File: src/rtl/hazard_controller.sv
// Pipeline sequencing controller: debug run/step/stop gating, load-use stall,
// jump flush and halt drain. Control outputs are Mealy on state plus inputs.
module hazard_controller #(
  parameter int MEM_ADDR_SIZE = 5,
  parameter int DRAIN_CYCLES  = 4
) (
  input  logic                     i_clk,
  input  logic                     i_reset,
  input  logic                     i_dbg_run,
  input  logic                     i_dbg_step,
  input  logic                     i_dbg_stop,
  input  logic                     i_id_ex_mem_rd,
  input  logic [MEM_ADDR_SIZE-1:0] i_id_ex_rt,
  input  logic [MEM_ADDR_SIZE-1:0] i_if_id_rs,
  input  logic [MEM_ADDR_SIZE-1:0] i_if_id_rt,
  input  logic                     i_jmp_taken,
  input  logic                     i_halt,
  output logic                     o_pipe_en,
  output logic                     o_pc_en,
  output logic                     o_if_id_en,
  output logic                     o_if_id_flush,
  output logic                     o_id_ex_bubble,
  output logic                     o_halted,
  output logic [2:0]               o_state
);

  localparam int CW = $clog2(DRAIN_CYCLES + 1);
  localparam logic [CW-1:0] DRAIN_LOAD = CW'(DRAIN_CYCLES - 1);

  typedef enum logic [2:0] {
    IDLE   = 3'd0,
    RUN    = 3'd1,
    STEP   = 3'd2,
    DRAIN  = 3'd3,
    HALTED = 3'd4
  } state_e;

  state_e          state_q, state_d;
  logic [CW-1:0]   cnt_q, cnt_d;
  logic            load_use;

  // Register 0 is hardwired, so a load into it never creates a dependency.
  assign load_use = i_id_ex_mem_rd && (i_id_ex_rt != '0) &&
                    ((i_id_ex_rt == i_if_id_rs) || (i_id_ex_rt == i_if_id_rt));

  always_ff @(posedge i_clk or negedge i_reset) begin
    if (!i_reset) begin
      state_q <= IDLE;
      cnt_q   <= '0;
    end else begin
      state_q <= state_d;
      cnt_q   <= cnt_d;
    end
  end

  always_comb begin
    state_d        = state_q;
    cnt_d          = cnt_q;
    o_pipe_en      = 1'b0;
    o_pc_en        = 1'b0;
    o_if_id_en     = 1'b0;
    o_if_id_flush  = 1'b0;
    o_id_ex_bubble = 1'b0;
    o_halted       = 1'b0;

    case (state_q)
      IDLE: begin
        cnt_d = '0;
        if (i_dbg_run) begin
          state_d = RUN;
        end else if (i_dbg_step) begin
          state_d = STEP;
        end
      end

      RUN, STEP: begin
        o_pipe_en = 1'b1;
        // Stall outranks jump and halt; both are re-evaluated once it clears.
        if (load_use) begin
          o_id_ex_bubble = 1'b1;
        end else if (i_jmp_taken) begin
          o_pc_en       = 1'b1;
          o_if_id_en    = 1'b1;
          o_if_id_flush = 1'b1;
        end else if (!i_halt) begin
          o_pc_en    = 1'b1;
          o_if_id_en = 1'b1;
        end

        if (i_halt && !load_use) begin
          state_d = DRAIN;
          cnt_d   = DRAIN_LOAD;
        end else if (state_q == STEP) begin
          state_d = IDLE;
        end else if (i_dbg_stop) begin
          state_d = IDLE;
        end
      end

      DRAIN: begin
        o_pipe_en      = 1'b1;
        o_id_ex_bubble = 1'b1;
        if (cnt_q == '0) begin
          state_d = HALTED;
        end else begin
          cnt_d = cnt_q - CW'(1);
        end
      end

      HALTED: begin
        o_halted = 1'b1;
        cnt_d    = '0;
      end

      default: begin
        state_d = IDLE;
        cnt_d   = '0;
      end
    endcase
  end

  assign o_state = state_q;

endmodule

File: config.mk
export PLATFORM = sky130hd
export DESIGN_NAME = hazard_controller
export DESIGN_NICKNAME = d
export VERILOG_FILES = /design/src/rtl/hazard_controller.sv
export SDC_FILE = /design/constraint.sdc
export NUM_CORES = 1
export LEC_CHECK = 0
export BUFFER_PORTS_ARGS = -buffer_cell sky130_fd_sc_hd__buf_2
export CAP_MARGIN = 20
export CORE_MARGIN = 4
export CORE_UTILIZATION = 35
export CTS_BUF_LIST = sky130_fd_sc_hd__clkbuf_8
export DETAILED_ROUTE_END_ITERATION = 10
export GPL_TIMING_DRIVEN = 0
export HOLD_SLACK_MARGIN = 0.03
export SETUP_SLACK_MARGIN = 0.15
export SLEW_MARGIN = 20
export SYNTH_ARGS = -nofsm -noshare
export SYNTH_HDL_FRONTEND = slang
export SYNTH_SLANG_ARGS = --single-unit
File: constraint.sdc
create_clock -name i_clk -period 2.6 [get_ports i_clk]
set_clock_uncertainty 0.2 [all_clocks]
set_input_delay 0.39 -clock i_clk [delete_from_list [all_inputs] [get_ports i_clk]]
set_output_delay 0.39 -clock i_clk [all_outputs]
set_load 0.03 [all_outputs]
==> results of run 1 <==
## cell usage after synthesis (2+ instances only)
library cell	instances	area, sq um
mux2i_1	2	20.02
inv_1	6	22.52
clkbuf_1	2	7.510
o211ai_1	2	15.01
a211oi_1	2	15.01
o21ai_0	2	10.01
xor2_1	11	96.34
nor3_1	5	25.02
o21ai_4	2	32.53
nand2_1	6	22.52
ha_1	2	25.02
o21ai_1	2	10.01
dfrtp_1	6	150.1
nor2_1	10	37.54
## worst paths after layout
path	startpoint	end	slack, ps	cells after the start
hold / removal	i_reset	o_state[1]$_DFFE_PN0P_	320	2
hold reg to reg	cnt_q[0]$_DFFE_PN0P_	cnt_q[0]$_DFFE_PN0P_	350	3
setup reg to reg	cnt_q[1]$_DFFE_PN0P_	cnt_q[1]$_DFFE_PN0P_	820	7
setup / recovery	i_id_ex_rt[1]	o_pc_en	210	7
min in group i_clk	i_dbg_run	o_state[0]$_DFFE_PN0P_	320	3
max in group asynchronous	i_reset	o_state[0]$_DFFE_PN0P_	1730	2
## layer usage
layer	vias to the layer above	global-route usage	part of all wire	wire, microns
met4	0	0.04036	0.010	17
met1	315	0.1658	0.42	693
met3	2	0.04748	0.065	109
li1	350	-	-	-
met2	28	0.2435	0.51	849
met5	-	0	0	0
## through the flow
stage / power [mW] / area (sq um) / setup WS [ps]
final: 1.143 / 947.2 / 207.3
after global routing: 1.236 / 947.2 / 156.0
after CTS: 1.126 / 927.1 / 152.4
after detailed placement: 0.9705 / 843.3 / 23.11
after global placement: 0.9616 / 843.3 / 40.41
after floorplan: 0.7858 / 656.9 / 102.9
## state kept, by name, indices dropped and copies added (netlist names)
signal / flops
o_state: 3
cnt_q: 3
## final cells by class
| type | count | share of cell area |
|---|---|---|
| Multi-Input combinational cell | 61 | 0.5112 |
| Timing Repair Buffer | 36 | 0.2114 |
| Sequential cell | 6 | 0.1585 |
| Clock buffer | 3 | 0.04359 |
| Tap cell | 25 | 0.03303 |
| Inverter | 6 | 0.02378 |
| Buffer | 3 | 0.01849 |
## cell families (layout without fill, tap and decap cells)
group                      Yosys count  count (layout)  synth area share
DFF                                  6               6            0.2348
buffers and inverters                9              48           0.05871
and+or+nand+nor                     27              27            0.2094
muxes                                2               2           0.03131
AOI/OAI and AO/OA                   19              19            0.2759
xor gates and xnor gates            11              11            0.1507
adders and majority gates            2               2           0.03913
## worst register-to-register path: cells and delay by family (launching register included)
kind / cells / cell delay [ps]
DFF: 1 / 390
AOI/OAI and AO/OA: 3 / 400
buffers and inverters: 1 / 110
adders and majority gates: 1 / 190
and+or+nand+nor: 2 / 420
## what timing repair did
action	CTS	global route
resized for setup	2	7
setup buffers	4	0
endpoints found under the hold margin	6	0
endpoints found under the setup margin	2	2
hold buffers	1	0
pin swaps	2	1
## report_power, final
group          total, mW  internal (mW)  switching (mW)
combinational      0.815          0.313           0.502
sequential         0.188          0.143          0.0458
clock              0.140         0.0995          0.0403
total               1.14          0.555           0.588
==> results.sh, run 1 <==
export IMPL_status="complete, no violations"
export IMPL_coreArea_sq_um=1727
export IMPL_clk_path_buf_depth=2
export IMPL_multi_input_area_sq_um=484.2
export IMPL_drt_iter0_drc=17
export IMPL_fin_crit_ps=2393
export IMPL_dieArea_sq_um=2575
export IMPL_worstSetupEndpointType="output pin"
export IMPL_htreeDepth=1
export IMPL_nNetsFinal=142
export IMPL_synth_avg_cell_area_sq_um=8.413
export IMPL_yosys_warnings=0
export IMPL_vias_per_cell=4.964
export IMPL_p_leak_nw=0.4725
export IMPL_synthDistinctLibCells=30
export IMPL_clk_latency_ps=220
export IMPL_antennaDiodeCount=0
export IMPL_hold_violations=0
export IMPL_start_util=0.3703
export IMPL_clock_fmax_mhz=417.9
export IMPL_start_kind="input pin"
export IMPL_cts_tree="built"
export IMPL_async_flop_share=1.000
export IMPL_ys_ff_latch=6
export IMPL_slowest_stage="or4_4"
export IMPL_cp_num_buf_inv=3
export IMPL_slowest_delay_ps=540
export IMPL_vias=695
export IMPL_synthCells=76
export IMPL_grt_pass1_vias=646
export IMPL_worst_pin_slew_ps=388.3
export IMPL_fillers=189
export IMPL_pin_count=32
export IMPL_cp_max_fo=3
export IMPL_syn_area_sq_um=639.4
export IMPL_critPathKind="input pin to output pin"
export IMPL_layout_area_overhead_vs_synth_pct=48.14
export IMPL_wl_per_cell_microns=11.92
export IMPL_critPathTopFamily="simple AND/OR/NAND/NOR gates"
export IMPL_grt_max_degree=11
export IMPL_portBuffers=31
export IMPL_grt_ovfl_total=0
export IMPL_hp_class="input pin to asynchronous set/reset pin"
export IMPL_critical_path_arrival_ps=1800
export IMPL_fin_crit_sh=0.9203
export IMPL_fin_hold_ws_ps=318.5
export IMPL_antenna_found_initial=0
export IMPL_seqCellArea_sq_um=150.1
export IMPL_drc=0
export IMPL_slew_headroom=0.7396
export IMPL_drv_slew=0
export IMPL_grt_total_usage=0.1416
export IMPL_ir_worst_vdd_uv=614.9
export IMPL_placedCellCount=132
export IMPL_ant_nets=0
export IMPL_dp_hpwl_mm=1.310
export IMPL_yosysSeqAreaShare=0.2348
export IMPL_cts_sinks=6
export IMPL_required_ps=2010
export IMPL_dr_pass1_iters=4
export IMPL_die_h_microns=50.74
export IMPL_powerDensity_nw_per_um2=1207
export IMPL_rows=15
export IMPL_final_util=0.5486
export IMPL_dieWidth_microns=50.74
export IMPL_finalSetupViolations=0
export IMPL_final_setup_tns_ps=0
export IMPL_routed_wl_mm=1.669
export IMPL_synth_edf_count=0
export IMPL_final_cells=140
export IMPL_rsz0062_at_grt="no"
export IMPL_drv_cap=0
export IMPL_synth_flop_cell="dfrtp_1"
export IMPL_gp_congestion=0.7678
export IMPL_clockRootBuffer="clkbuf_8"
export IMPL_path_cells="buf_2 > or4_4 > o21ai_4 > nor2_2 > a211oi_4 > buf_4 > clkbuf_4"
export IMPL_final_cell_mix="buf_2 (30), xor2_1 (10), nor2_1 (9)"
export IMPL_grt_pass1_wl_mm=2.711
export IMPL_final_common_cell="buf_2"
export IMPL_syn_nets=101
export IMPL_cts_made_buffers=3
export IMPL_drive_gt1_frac=0.4435
export IMPL_clk_pin_slew_ps=40
Power figures use the tool's default switching activity.
==> run 2: changes to the inputs <==
Settings changed: CAP_MARGIN 20 to 40.
Clock period 2.6 ns to 2.9 ns, I/O delays scaled along.
==> run 2 against run 1 <==
Net effect: count of clock-buffer cells in the layout is the same; die area is the same; clock power shrank 9%; non-clock buffer count shrank 2; sequential power shrank 9.6%; first-iteration DRC count shrank 47%; hold slack gained 21 ps; largest power group unchanged; highest routed layer unchanged.
==> results.sh, run 2 (synthesized netlist as in run 1, its figures left out) <==
export IMPL_cts_sinks=6
export IMPL_cts_made_buffers=3
export IMPL_vias_per_cell=4.913
export IMPL_hold_violations=0
export IMPL_coreArea_sq_um=1727
export IMPL_pin_count=32
export IMPL_fin_crit_sh=0.8949
export IMPL_ant_nets=0
export IMPL_grt_total_usage=0.1515
export IMPL_drc=0
export IMPL_gp_congestion=0.7112
export IMPL_routed_wl_mm=1.652
export IMPL_clk_pin_slew_ps=30
export IMPL_slowest_stage="clkbuf_1"
export IMPL_cp_max_fo=10
export IMPL_busiest_layer="met2"
export IMPL_clockRootBuffer="clkbuf_8"
export IMPL_dieArea_sq_um=2575
export IMPL_p_leak_nw=0.4536
export IMPL_layout_area_overhead_vs_synth_pct=40.31
export IMPL_use_met2=0.2478
export IMPL_grt_pass1_wl_mm=2.925
export IMPL_die_h_microns=50.74
export IMPL_status="complete, no violations"
export IMPL_ir_worst_vdd_uv=565.4
export IMPL_dieWidth_microns=50.74
export IMPL_final_cell_mix="buf_2 (31), xor2_1 (11), nor2_1 (10)"
export IMPL_drv_slew=0
export IMPL_cts_tree="built"
export IMPL_antenna_found_initial=0
export IMPL_gr_usage_met3=0.01780
export IMPL_nNetsFinal=140
export IMPL_powerDensity_nw_per_um2=1101
export IMPL_final_setup_tns_ps=0
export IMPL_grt_pass1_vias=685
export IMPL_final_common_cell="buf_2"
export IMPL_slowest_delay_ps=390
export IMPL_vias=678
export IMPL_final_util=0.5196
export IMPL_critPathKind="register to output pin"
export IMPL_dr_pass1_iters=4
export IMPL_clock_fmax_mhz=385.3
export IMPL_drive_gt1_frac=0.3805
export IMPL_slew_headroom=0.6932
export IMPL_use_met1=0.1820
export IMPL_fin_hold_ws_ps=339.6
export IMPL_place_area_sq_um=830.8
export IMPL_grt_max_degree=11
export IMPL_final_area_sq_um=897.1
export IMPL_htreeDepth=1
export IMPL_critPathTopFamily="buffers and inverters"
export IMPL_portBuffers=31
export IMPL_clk_latency_ps=230
export IMPL_worst_pin_slew_ps=460.3
export IMPL_rows=15
export IMPL_start_util=0.3703
export IMPL_clk_path_buf_depth=2
export IMPL_worstSetupEndpointType="output pin"
export IMPL_hp_class="register to register"
export IMPL_fin_crit_ps=2595
export IMPL_critical_path_arrival_ps=1960
export IMPL_grt_ovfl_total=0
export IMPL_antennaDiodeCount=0
export IMPL_start_kind="register"
export IMPL_fin_ws_ps=304.8
export IMPL_finalSetupViolations=0
export IMPL_path_cells="clkbuf_1 > xor2_1 > nand2_1 > a211oi_2 > buf_4 > buf_2"
export IMPL_r2r_setup_slack_ps=1090
export IMPL_wl_per_cell_microns=11.97
export IMPL_drt_iter0_drc=9
export IMPL_cts_resized=0
export IMPL_post_place_ws_ps=268.1
export IMPL_required_ps=2270
export IMPL_cp_num_buf_inv=3
export IMPL_drv_cap=0
export IMPL_rsz0062_at_grt="no"
export IMPL_dp_hpwl_mm=1.342
run 2: what timing repair did:
action | 4_1_cts | 5_1_grt
hold buffers | 1 | 0
setup buffers | 0 | 2
setup endpoints to repair | 0 | 1
hold endpoints to repair | 6 | 0
run 2: final cells by class:
cell class,count,area (sq um)
clock buffers,3,41.29
multi-input cells,61,456.7
inverters,6,22.52
fillers,184,829.5
plain buffers,3,15.01
well taps,25,31.28
flip-flops and latches,6,150.1
repair buffers,34,180.2
run 2: per-layer routing:
| layer | wire length, microns | part of all wire |
|---|---|---|
| met5 | 0 | 0 |
| met4 | 45 | 0.027 |
| met3 | 57 | 0.035 |
| met2 | 827 | 0.50 |
| met1 | 721 | 0.44 |
run 2: path summary, 6_finish.rpt:
path,from,end,cells after the start
setup / recovery,o_state[1]$_DFFE_PN0P_,o_pc_en,6
hold reg to reg,cnt_q[0]$_DFFE_PN0P_,cnt_q[0]$_DFFE_PN0P_,3
setup reg to reg,cnt_q[1]$_DFFE_PN0P_,cnt_q[1]$_DFFE_PN0P_,7
max in group asynchronous,i_reset,o_state[0]$_DFFE_PN0P_,2
hold / removal,cnt_q[0]$_DFFE_PN0P_,cnt_q[0]$_DFFE_PN0P_,3
min in group asynchronous,i_reset,cnt_q[1]$_DFFE_PN0P_,2
run 2: power by group:
part / internal (mW) / total, mW / switching (mW)
sequential: 0.128 / 0.170 / 0.0423
clock: 0.0893 / 0.127 / 0.0377
combinational: 0.252 / 0.691 / 0.438
run 2: through the flow:
step,instances,total power [mW]
after detailed placement,132,0.8618
final,138,0.9880
after floorplan,76,0.6879
after CTS,136,0.9930
after global routing,138,1.073
after global placement,132,0.8523
run 2: tightest hold or removal path: cells and delay by family (launching register included):
| kind | cells | cell delay (ps) |
|---|---|---|
| AOI/OAI and AO/OA | 1 | 30 |
| DFF | 1 | 350 |
| and+or+nand+nor | 2 | 110 |
==> run 3: changes to the inputs <==
--- a/constraint.sdc
+++ b/constraint.sdc
@@ -4,2 +4,2 @@
 set_output_delay 0.435 -clock i_clk [all_outputs]
-set_load 0.03 [all_outputs]
+set_load 0.01 [all_outputs]
==> run 3 against run 2 <==
Net effect: clock power hardly changed; highest routed layer is now met3; sequential power hardly changed; cell count is 1.4% lower; power is 12% lower; critical path depth is 1 higher; utilization is 1.2 points lower.
==> results.sh, run 3 (synthesized netlist as in run 1, its figures left out) <==
export IMPL_r2r_start="cnt_q[1]$_DFFE_PN0P_"
export IMPL_cts_resized=0
export IMPL_slowest_delay_ps=540
export IMPL_final_common_cell="buf_2"
export IMPL_startpoint="i_id_ex_rt[1]"
export IMPL_fin_hold_ws_ps=342.7
export IMPL_hp_class="register to register"
export IMPL_drc=0
export IMPL_rsz0062_at_grt="no"
export IMPL_seqCellArea_sq_um=150.1
export IMPL_grt_pass1_wl_mm=2.801
export IMPL_vias=684
export IMPL_drv_cap=0
export IMPL_portBuffers=31
export IMPL_dieArea_sq_um=2575
export IMPL_fin_ws_ps=242.3
export IMPL_cp_num_buf_inv=3
export IMPL_start_util=0.3703
export IMPL_fin_crit_ps=2658
export IMPL_final_setup_tns_ps=0
export IMPL_path_cells="buf_2 > or4_4 > o21ai_4 > nor2_1 > a211oi_1 > buf_4 > buf_2"
export IMPL_cp_max_fo=7
export IMPL_cts_made_buffers=3
export IMPL_multi_input_area_sq_um=451.7
export IMPL_slew_headroom=0.6904
export IMPL_htreeDepth=1
export IMPL_worst_pin_slew_ps=464.5
export IMPL_drv_slew=0
export IMPL_timing_rr_end="cnt_q[1]$_DFFE_PN0P_"
export IMPL_critPathTopFamily="simple AND/OR/NAND/NOR gates"
export IMPL_clk_pin_slew_ps=40
export IMPL_grt_total_usage=0.1450
export IMPL_required_ps=2270
export IMPL_finalSetupViolations=0
export IMPL_critical_path_arrival_ps=2020
export IMPL_grt_pass1_vias=654
export IMPL_fin_crit_sh=0.9165
export IMPL_switching_power_uw=404.7
export IMPL_nNetsFinal=138
export IMPL_ant_nets=0
export IMPL_r2r_setup_slack_ps=1020
export IMPL_grt_ovfl_total=0
export IMPL_fillers=178
export IMPL_wl_per_cell_microns=12.57
export IMPL_rows=15
export IMPL_combPwrFrac=0.657
export IMPL_drt_iter0_drc=8
export IMPL_status="complete, no violations"
export IMPL_clk_latency_ps=220
export IMPL_dieWidth_microns=50.74
export IMPL_grt_max_degree=11
export IMPL_p_leak_nw=0.4429
export IMPL_swShare=0.4663
export IMPL_pwr_share_clk=0.144
export IMPL_vias_per_cell=5.029
export IMPL_post_place_ws_ps=236.9
export IMPL_routed_wl_mm=1.709
export IMPL_final_cell_mix="buf_2 (31), xor2_1 (11), nor2_1 (10)"
export IMPL_gp_congestion=0.7544
export IMPL_crit_top_cell="buf_2"
export IMPL_layout_area_overhead_vs_synth_pct=37.18
export IMPL_antenna_found_initial=0
export IMPL_dp_hpwl_mm=1.366
export IMPL_rr_worst_depth=7
export IMPL_worst_path_stages=7
export IMPL_coreArea_sq_um=1727
export IMPL_clockRootBuffer="clkbuf_8"
export IMPL_p_seq_frac=0.199
export IMPL_cts_tree="built"
export IMPL_drive_gt1_frac=0.3604
export IMPL_hold_violations=0
export IMPL_slowest_stage="or4_4"
export IMPL_post_cts_buffers=0
export IMPL_critPathCapture="o_pc_en"
export IMPL_ir_worst_vdd_uv=645.0
export IMPL_die_h_microns=50.74
export IMPL_clock_fmax_mhz=376.3
export IMPL_pin_count=32
export IMPL_dr_pass1_iters=4
export IMPL_critPathKind="input pin to output pin"
export IMPL_start_kind="input pin"
export IMPL_intPower_uw=463.3
export IMPL_clk_path_buf_depth=2
export IMPL_worstSetupEndpointType="output pin"
export IMPL_antennaDiodeCount=0
export IMPL_final_util=0.5080
export IMPL_cts_sinks=6
export IMPL_powerDensity_nw_per_um2=989.6
==> run 3: area by class of cell <==
| type | instances | area share |
|---|---|---|
| Multi-Input combinational cell | 61 | 0.5150 |
| Tap cell | 25 | 0.03566 |
| Inverter | 6 | 0.02568 |
| Timing Repair Buffer | 32 | 0.1883 |
| Sequential cell | 6 | 0.1712 |
| Buffer | 3 | 0.01712 |
| Clock buffer | 3 | 0.04708 |
==> run 3: worst min-delay path by stage <==
stage | startpoint | endpoint | slack (ps) | depth (start not counted)
floorplan | i_reset | cnt_q[0]$_DFFE_PN0P_ | -60 | 0
global placement | i_reset | cnt_q[0]$_DFFE_PN0P_ | 60 | 1
detailed placement | i_reset | cnt_q[0]$_DFFE_PN0P_ | 70 | 1
CTS | cnt_q[0]$_DFFE_PN0P_ | cnt_q[0]$_DFFE_PN0P_ | 350 | 3
global route | i_halt | o_state[1]$_DFFE_PN0P_ | 370 | 3
finish | cnt_q[0]$_DFFE_PN0P_ | cnt_q[0]$_DFFE_PN0P_ | 340 | 3
==> run 3: through the flow <==
step                area [sq um]  power (mW)  cells
finish                     877.1      0.8680    136
global route               877.1      0.9457    136
CTS                        877.1      0.8749    136
detailed placement         825.8      0.7412    132
global placement           825.8      0.7312    132
floorplan                  639.4      0.5668     76
==> run 3: per-layer routing <==
layer,GRT usage,vias up,routed length (microns)
li1,-,342,-
met1,0.1703,323,738
met2,0.2652,19,881
met3,0.03561,0,89
met4,0.02691,0,0
met5,0,-,0
==> run 3: timing repair <==
action	CTS	global route
setup endpoints to repair	0	0
hold buffers	1	0
endpoints found under the hold margin	6	0
==> run 3: power groups by stage <==
stage	sequential (mW)	combinational [mW]	clock (mW)
after floorplan	0.171	0.395	0
after global placement	0.172	0.559	0
after detailed placement	0.173	0.568	0
after CTS	0.172	0.576	0.127
after global routing	0.180	0.633	0.133
final	0.173	0.570	0.125
==> run 3: tightest hold or removal path, delay by kind of cell, from the launching register on <==
kind	cells	cell delay, ps
AOI/OAI and AO/OA	1	30
DFF	1	350
and+or+nand+nor	2	120
